<file path="config.mk">
export PLATFORM = sky130hd
export DESIGN_NAME = l2_port_arbiter
export DESIGN_NICKNAME = d
export VERILOG_FILES = /design/src/rtl/l2_port_arbiter.sv
export SDC_FILE = /design/constraint.sdc
export NUM_CORES = 1
export LEC_CHECK = 0
export CAP_MARGIN = 10
export CORE_AREA = 5 5 375 377
export CTS_CLUSTER_DIAMETER = 80
export DETAILED_ROUTE_END_ITERATION = 7
export DIE_AREA = 0 0 380 382
export PLACE_DENSITY = 0.4
export REMOVE_ABC_BUFFERS = 1
export SLEW_MARGIN = 20
export SYNTH_ARGS = -nofsm -noshare
export SYNTH_HDL_FRONTEND = slang
export SYNTH_SLANG_ARGS = --single-unit
export TNS_END_PERCENT = 50
</file>
<file path="constraint.sdc">
create_clock -name clk -period 20.7 [get_ports clk]
set_input_delay 6.21 -clock clk [delete_from_list [all_inputs] [get_ports clk]]
set_output_delay 6.21 -clock clk [all_outputs]
set_load 0.01 [all_outputs]
</file>
<file path="src/rtl/l2_port_arbiter.sv">
// Round-robin arbiter sharing one L2 request port between two L1 controllers.
// Holds the grant until the matching L2 completion or a watchdog abort.
module l2_port_arbiter #(
  parameter int ADDRESS_WIDTH  = 32,
  parameter int DATA_WIDTH     = 32,
  parameter int LINE_WIDTH     = 128,
  parameter int TIMEOUT_CYCLES = 1023
) (
  input  logic                     clk,
  input  logic                     reset,
  input  logic                     req0_read,
  input  logic                     req0_write,
  input  logic                     req0_write_back,
  input  logic [ADDRESS_WIDTH-1:0] req0_address,
  input  logic [DATA_WIDTH-1:0]    req0_write_data,
  input  logic [LINE_WIDTH-1:0]    req0_write_back_data,
  output logic                     req0_ready,
  output logic [LINE_WIDTH-1:0]    req0_read_line,
  output logic                     req0_write_verified,
  output logic                     req0_write_back_verified,
  input  logic                     req1_read,
  input  logic                     req1_write,
  input  logic                     req1_write_back,
  input  logic [ADDRESS_WIDTH-1:0] req1_address,
  input  logic [DATA_WIDTH-1:0]    req1_write_data,
  input  logic [LINE_WIDTH-1:0]    req1_write_back_data,
  output logic                     req1_ready,
  output logic [LINE_WIDTH-1:0]    req1_read_line,
  output logic                     req1_write_verified,
  output logic                     req1_write_back_verified,
  output logic                     l2_read_request,
  output logic                     l2_write_request,
  output logic                     l2_write_back_request,
  output logic [ADDRESS_WIDTH-1:0] l2_address,
  output logic [DATA_WIDTH-1:0]    l2_write_data,
  output logic [LINE_WIDTH-1:0]    l2_write_back_data,
  input  logic                     l2_ready,
  input  logic                     l2_write_verified,
  input  logic                     l2_write_back_verified,
  input  logic [LINE_WIDTH-1:0]    l2_read_line,
  output logic                     grant_id,
  output logic                     busy,
  output logic                     timeout
);

  typedef enum logic [1:0] {IDLE, GRANT, RELEASE} state_t;
  typedef enum logic [1:0] {OP_READ, OP_WRITE, OP_WRITE_BACK} op_t;

  // The watchdog only needs to reach TIMEOUT_CYCLES-1 (first GRANT cycle counts as 0).
  localparam int WD_WIDTH = (TIMEOUT_CYCLES > 1) ? $clog2(TIMEOUT_CYCLES) : 1;
  localparam logic [WD_WIDTH-1:0] WD_LAST = WD_WIDTH'(TIMEOUT_CYCLES - 1);

  state_t              state;
  op_t                 op;
  op_t                 sel_op;
  logic                last_grant;
  logic [WD_WIDTH-1:0] watchdog;
  logic                pend0;
  logic                pend1;
  logic                pick;
  logic                in_grant;
  logic                completion_match;
  logic                watchdog_expired;

  assign pend0 = req0_read | req0_write | req0_write_back;
  assign pend1 = req1_read | req1_write | req1_write_back;
  assign pick  = pend1 & (~pend0 | ~last_grant);

  always_comb begin
    sel_op = OP_READ;
    if (pick ? req1_write_back : req0_write_back)
      sel_op = OP_WRITE_BACK;
    else if (pick ? req1_write : req0_write)
      sel_op = OP_WRITE;
  end

  assign in_grant = (state == GRANT);
  assign completion_match = in_grant & (((op == OP_READ) & l2_ready) |
                                        ((op == OP_WRITE) & l2_write_verified) |
                                        ((op == OP_WRITE_BACK) & l2_write_back_verified));
  assign watchdog_expired = in_grant & ~completion_match & (watchdog == WD_LAST);
  assign timeout = watchdog_expired;

  assign l2_read_request       = in_grant & (op == OP_READ);
  assign l2_write_request      = in_grant & (op == OP_WRITE);
  assign l2_write_back_request = in_grant & (op == OP_WRITE_BACK);

  assign req0_ready               = completion_match & ~grant_id & (op == OP_READ);
  assign req0_write_verified      = completion_match & ~grant_id & (op == OP_WRITE);
  assign req0_write_back_verified = completion_match & ~grant_id & (op == OP_WRITE_BACK);
  assign req1_ready               = completion_match & grant_id & (op == OP_READ);
  assign req1_write_verified      = completion_match & grant_id & (op == OP_WRITE);
  assign req1_write_back_verified = completion_match & grant_id & (op == OP_WRITE_BACK);
  assign req0_read_line = req0_ready ? l2_read_line : '0;
  assign req1_read_line = req1_ready ? l2_read_line : '0;

  always_ff @(posedge clk or posedge reset) begin
    if (reset) begin
      state              <= IDLE;
      op                 <= OP_READ;
      last_grant         <= 1'b1;
      grant_id           <= 1'b0;
      busy               <= 1'b0;
      watchdog           <= '0;
      l2_address         <= '0;
      l2_write_data      <= '0;
      l2_write_back_data <= '0;
    end else begin
      case (state)
        IDLE: begin
          if (pend0 | pend1) begin
            grant_id           <= pick;
            op                 <= sel_op;
            l2_address         <= pick ? req1_address : req0_address;
            l2_write_data      <= pick ? req1_write_data : req0_write_data;
            l2_write_back_data <= pick ? req1_write_back_data : req0_write_back_data;
            watchdog           <= '0;
            busy               <= 1'b1;
            state              <= GRANT;
          end
        end
        GRANT: begin
          if (completion_match | watchdog_expired) begin
            last_grant <= grant_id;
            state      <= RELEASE;
          end else begin
            watchdog <= watchdog + WD_WIDTH'(1);
          end
        end
        RELEASE: begin
          busy  <= 1'b0;
          state <= IDLE;
        end
        default: begin
          busy  <= 1'b0;
          state <= IDLE;
        end
      endcase
    end
  end

endmodule

</file>
# Yosys cells after proc, flatten, opt, wreduce, memory -nomap -nowiden
# Cells that the tools add are included.
totals:
  reg_bits: 209
  in_bits: 523
  output_inout_bits: 460
  word_cells: 74
classes:
  n_addsub: 1
  eq_ne: 7
  n_mux: 17
  bitwise_logic: 32
  n_reduce_logical: 8
op_table:
  columns: ["cell", "n"]
  rows:
  - ["128-bit two-way mux", 3]
  - ["32-bit two-way mux", 2]
  - ["10-bit two-way mux", 2]
  - ["10-bit one-hot mux with 2 select lines", 1]
  - ["1-bit AND", 18]
  - ["10-bit by 1-bit adder with 10-bit output, second input constant", 1]
  - ["10-bit equality test, second input constant", 1]
  - ["1-bit bitwise OR", 9]
  - ["2-bit AND reduction", 4]
  - ["2-bit two-way mux", 3]
  - ["1-bit NOT", 5]
  - ["2-bit by 1-bit equality test with 1-bit output, second input constant", 2]
  - ["2-bit logical NOT", 2]
  - ["1-bit two-way mux", 4]
  - ["2-bit != test, second input constant", 2]
  - ["2-bit one-hot mux with 2 select lines", 1]
  - ["3-bit AND reduction", 1]
  - ["2-bit equality test, second input constant", 1]
  - ["2-bit by 1-bit != test with 1-bit output, second input constant", 1]
  - ["1-bit one-hot mux with 2 select lines", 1]
  - ["2-bit nonzero test", 1]

# Logic depth before layout (Yosys ltp)
depth:
  depth_word: 11
  ltp_mapped: 8
  depth_no_buf: 6

# Worst setup path after synthesis
# OpenSTA, ideal clock, no wires.
synth_path:
  kind: "input -> output"
  from: "input port l2_write_verified"
  to: "output port req0_read_line[100]"
  arrival_ns: 7.241
  t_required_ns: 14.490
  path_slack_ns: 7.249
  path_stages: 6
  cell_sequence: "mux2i_1 o21a_1 nor4_4 buf_4 buf_6 and2_1"
synth_via:
  elab_chain_cells: 7
synth_lines:
  columns: ["element", "line", "source"]
  rows:
  - ["start: declaration", "38", "input logic l2_write_verified,"]
  - ["1-bit AND", "79", "((op == OP_WRITE) & l2_write_verified) |"]
  - ["1-bit bitwise OR", "78", "assign completion_match = in_grant & (((op == OP_READ) & l2_ready) |"]
  - ["1-bit bitwise OR", "79", null]
  - ["1-bit AND", "78", null]
  - ["1-bit AND (2 in a row)", "88", "assign req0_ready = completion_match & ~grant_id & (op == OP_READ);"]
  - ["128-bit two-way mux", "94", "assign req0_read_line = req0_ready ? l2_read_line : '0;"]
  - ["end: declaration", "18", "output logic [LINE_WIDTH-1:0] req0_read_line,"]
# No other way between the ends.

# Final worst setup path
layout_path:
  from: "input port l2_write_verified"
  to: "output port req0_read_line[108]"
# The elaborated chain is that of the path after synthesis.

==> summary.md <==
| Metric | Value |
|---|---|
| Drt wl/cell | `24.2 um` |
| Initial DRT Pass Iterations | `6` |
| Max Freq | `0.0651 GHz` |
| Worst reg2reg startpoint | `last_grant$_DFFE_PP1P_` |
| Cts repair resizes | `0` |
| Core area | `0.137 mm2` |
| Final setup fails | `0` |
| CTS H-Tree Depth | `2` |
| Hold endpoint | `l2_address[29]$_DFFE_PP0P_` |
| R2R depth | `7` |
| Worst VDD drop | `64.0 uV` |
| Rel. slew slack | `33.8%` |
| Slew Limit Fails | `0` |
| Vias in the first global route | `13400` |
| Rows | `136` |
| Area grow syn2layout | `107%` |
| Post-route insts no fill | `3999` |
| Post-Place Cells | `3929` |
| Vias | `12600` |
| RSZ-0062 raised after global routing | `false` |
| Leak pwr | `9.77 nW` |
| Post-CTS setup buffers | `0` |
| Critical path buffers and inverters | `4` |
| CTS tree | `built` |
| Arr. time, crit path | `9140 ps` |
| Sequential cell area fraction in the yosys report | `44.1%` |
| Crit-path max cell delay | `660 ps` |
| Cell variety after synth | `43` |
| Yosys warning count | `0` |
| Yosys reg bits | `209` |
| Mean Syn Cell Area | `9.60 um2` |
| Final Skew | `21.3 ps` |
| Reg-to-reg endpoint | `l2_write_back_data[73]$_DFFE_PP0P_` |
| Pin count of the biggest net entering global routing | `130` |
| Fin crit share | `74.2%` |
| CP Launch Point | `l2_write_verified` |
| DRT iter0 DRCs | `488` |
| Global-route wire length before repair | `127000 um` |
| Clock sinks | `209` |
| Hpwl dp | `82900 um` |
| Primary FF master, synth | `dfrtp_1` |
| Final min period | `15350 ps` |
| Initial antenna violation count | `37` |
| Crit-path cells | `clkdlybuf4s50_1 > mux2i_1 > o21a_1 > nor4_4 > buf_4 > buf_4 > and2_1 > clkdlybuf4s50_1` |
| Clock buffer depth | `3` |
| Power density over the cells | `118 mW/mm2` |
| Port Buf Inserts | `982` |
| Power Total | `2.90 mW` |
| CTS Root Cell | `clkbuf_16` |
| Cell Area, Synth | `0.0119 mm2` |
| Worst EP required | `14490 ps` |
| CP Class | `in -> out` |
| GRT Overall Usage | `12.7%` |
| Final Hold Viols | `0` |
| RePlAce Congestion | `0.858` |
| Clk slew on worst S/H paths | `60 ps` |
| Crit. End Element | `output port` |
| Critical path peak fanout | `94` |
| Layout cells sized above 1 | `3.64%` |
| Chip width | `380 um` |
| Syn Inst Count | `1235` |
| Ys async rst share | `100%` |
| FILL cells | `15400` |
| Routed WL | `96900 um` |
| CTS buffer count | `35` |
| Post-CTS Hold Buffers | `0` |
| Worst-skew pair later-pin latency | `550 ps` |
| Hold crit path type | `reg -> reg` |
| Final #Nets | `2697` |
| Die Height | `382 um` |
| Max Cap Viol | `0` |
| Antenna-violating nets left | `0` |
| Hold path start | `l2_address[29]$_DFFE_PP0P_` |
| GR Overflow Total | `0` |
| EDFF count, synth | `0` |
| Initial Utilization | `8.67%` |
| Hold Path Cell Cnt | `2` |
| Setup TNS | `0 ps` |
| Die area | `0.145 mm2` |
| Drc violations | `0` |
| Slowest stage cell, crit path | `buf_4` |
| Family with the most delay on the worst path | `buffers and inverters` |
| R2R Setup Slk | `16400 ps` |
| Via density | `3.14` |
| Outcome | `finished clean` |
| I/O pin cnt | `983` |
| CP startpoint kind | `primary input` |
| Measured slew at the worst slew-check pin | `982 ps` |
-- metrics by stage --
step / hold WS [ps] / worst slack (ps) / cell area (um2) / utilization, %
after floorplan: 446 / 5620 / 11100 / -
after global placement: 462 / 5330 / 23300 / 17.0
after detailed placement: 469 / 5350 / 23300 / 17.0
after CTS: 482 / 5330 / 24500 / 17.9
after global routing: 501 / 5110 / 24500 / 17.9
final: 479 / 5350 / 24500 / 17.9
-- layer usage --
metal	routed length [um]	global-route usage (%)	vias up
li1	-	-	6038
met1	42300	16.1	5860
met2	45300	21.2	563
met3	7860	4.63	105
met4	1440	1.97	6
met5	41	0	-
-- power by group --
group	internal, mW	switching, mW	total, mW
combinational	0.749	0.803	1.55
sequential	0.613	0.114	0.728
clock	0.392	0.232	0.624
-- worst max path at each step --
stage	cells past startpoint	slack, ps	endpoint
finish	8	5350	req0_read_line[108]
global route	6	5110	req1_write_verified
CTS	8	5330	req0_read_line[108]
detailed placement	8	5350	req0_read_line[108]
global placement	8	5330	req0_read_line[108]
floorplan	4	5620	req0_read_line[0]
-- kinds of logic after synthesis --
group,count (synthesis),synth area share (%)
multiplexers,195,16.5
AO/OA/AOI/OAI,227,10.4
AND/OR/NAND/NOR,498,22.1
buffers and inverters,104,6.73
flip-flops,209,44.1
adder cells (fa/ha/maj),2,0.211
-- layout make-up --
cell class,instances,area (um2),share of cell area [%]
diodes,8,20.0,0.0817
clock buffers,46,957,3.90
clock inverters,16,253,1.03
inverters,7,33.8,0.138
multi-input cells,922,5830,23.8
flip-flops and latches,209,5230,21.3
well taps,1794,2240,9.16
repair buffers,997,9950,40.6
-- layout by cell type (no fill, tap or decap), drive strengths merged, types with 3 or more instances in the layout --
| master | instances |
|---|---|
| clkdlybuf4s50 | 982 |
| and2 | 259 |
| dfrtp | 208 |
| nand2 | 203 |
| o21ai | 201 |
| mux2i | 193 |
| clkbuf | 46 |
| buf | 15 |
| nor2 | 11 |
| inv | 11 |
| o311ai | 10 |
| diode | 8 |
| clkinv | 7 |
| o31ai | 6 |
| or3 | 6 |
| bufinv | 5 |
| nand3 | 4 |
| nand4 | 3 |
-- registers in the layout (all words and copies together) (netlist names) --
register            cells
l2_write_data          32
busy                    1
grant_id                1
state                   2
op                      2
l2_write_back_data    128
watchdog               10
last_grant              1
l2_address             32
-- synthesized netlist by cell type (2+ instances only) --
master	n	area, um2
and2_1	259	1620
dfrtp_1	208	5200
nand2_1	203	762
mux2i_1	193	1930
o21ai_1	104	521
o21ai_0	96	480
buf_6	39	439
buf_4	23	173
clkbuf_1	20	75.1
nor2_1	11	41.3
buf_2	9	45.0
o311ai_0	8	70.1
inv_1	7	26.3
o31ai_1	6	45.0
clkbuf_2	5	25.0
nand3_1	4	20.0
or3_1	4	25.0
nand4_1	3	18.8
and3_1	2	12.5
ha_1	2	25.0
mux2_2	2	22.5
nand2b_1	2	12.5
nor4_4	2	42.5
o211ai_1	2	15.0
o311ai_1	2	17.5
or3_4	2	22.5
-- worst reg2reg max path, stage by stage, from the launching register on --
cell and delay [ps]:
dfstp_2 380, o31ai_1 110, and2_4 640, buf_4 640
buf_4 820, buf_4 880, mux2i_1 560, o21ai_0 140
Power figures use the tool's default switching activity.
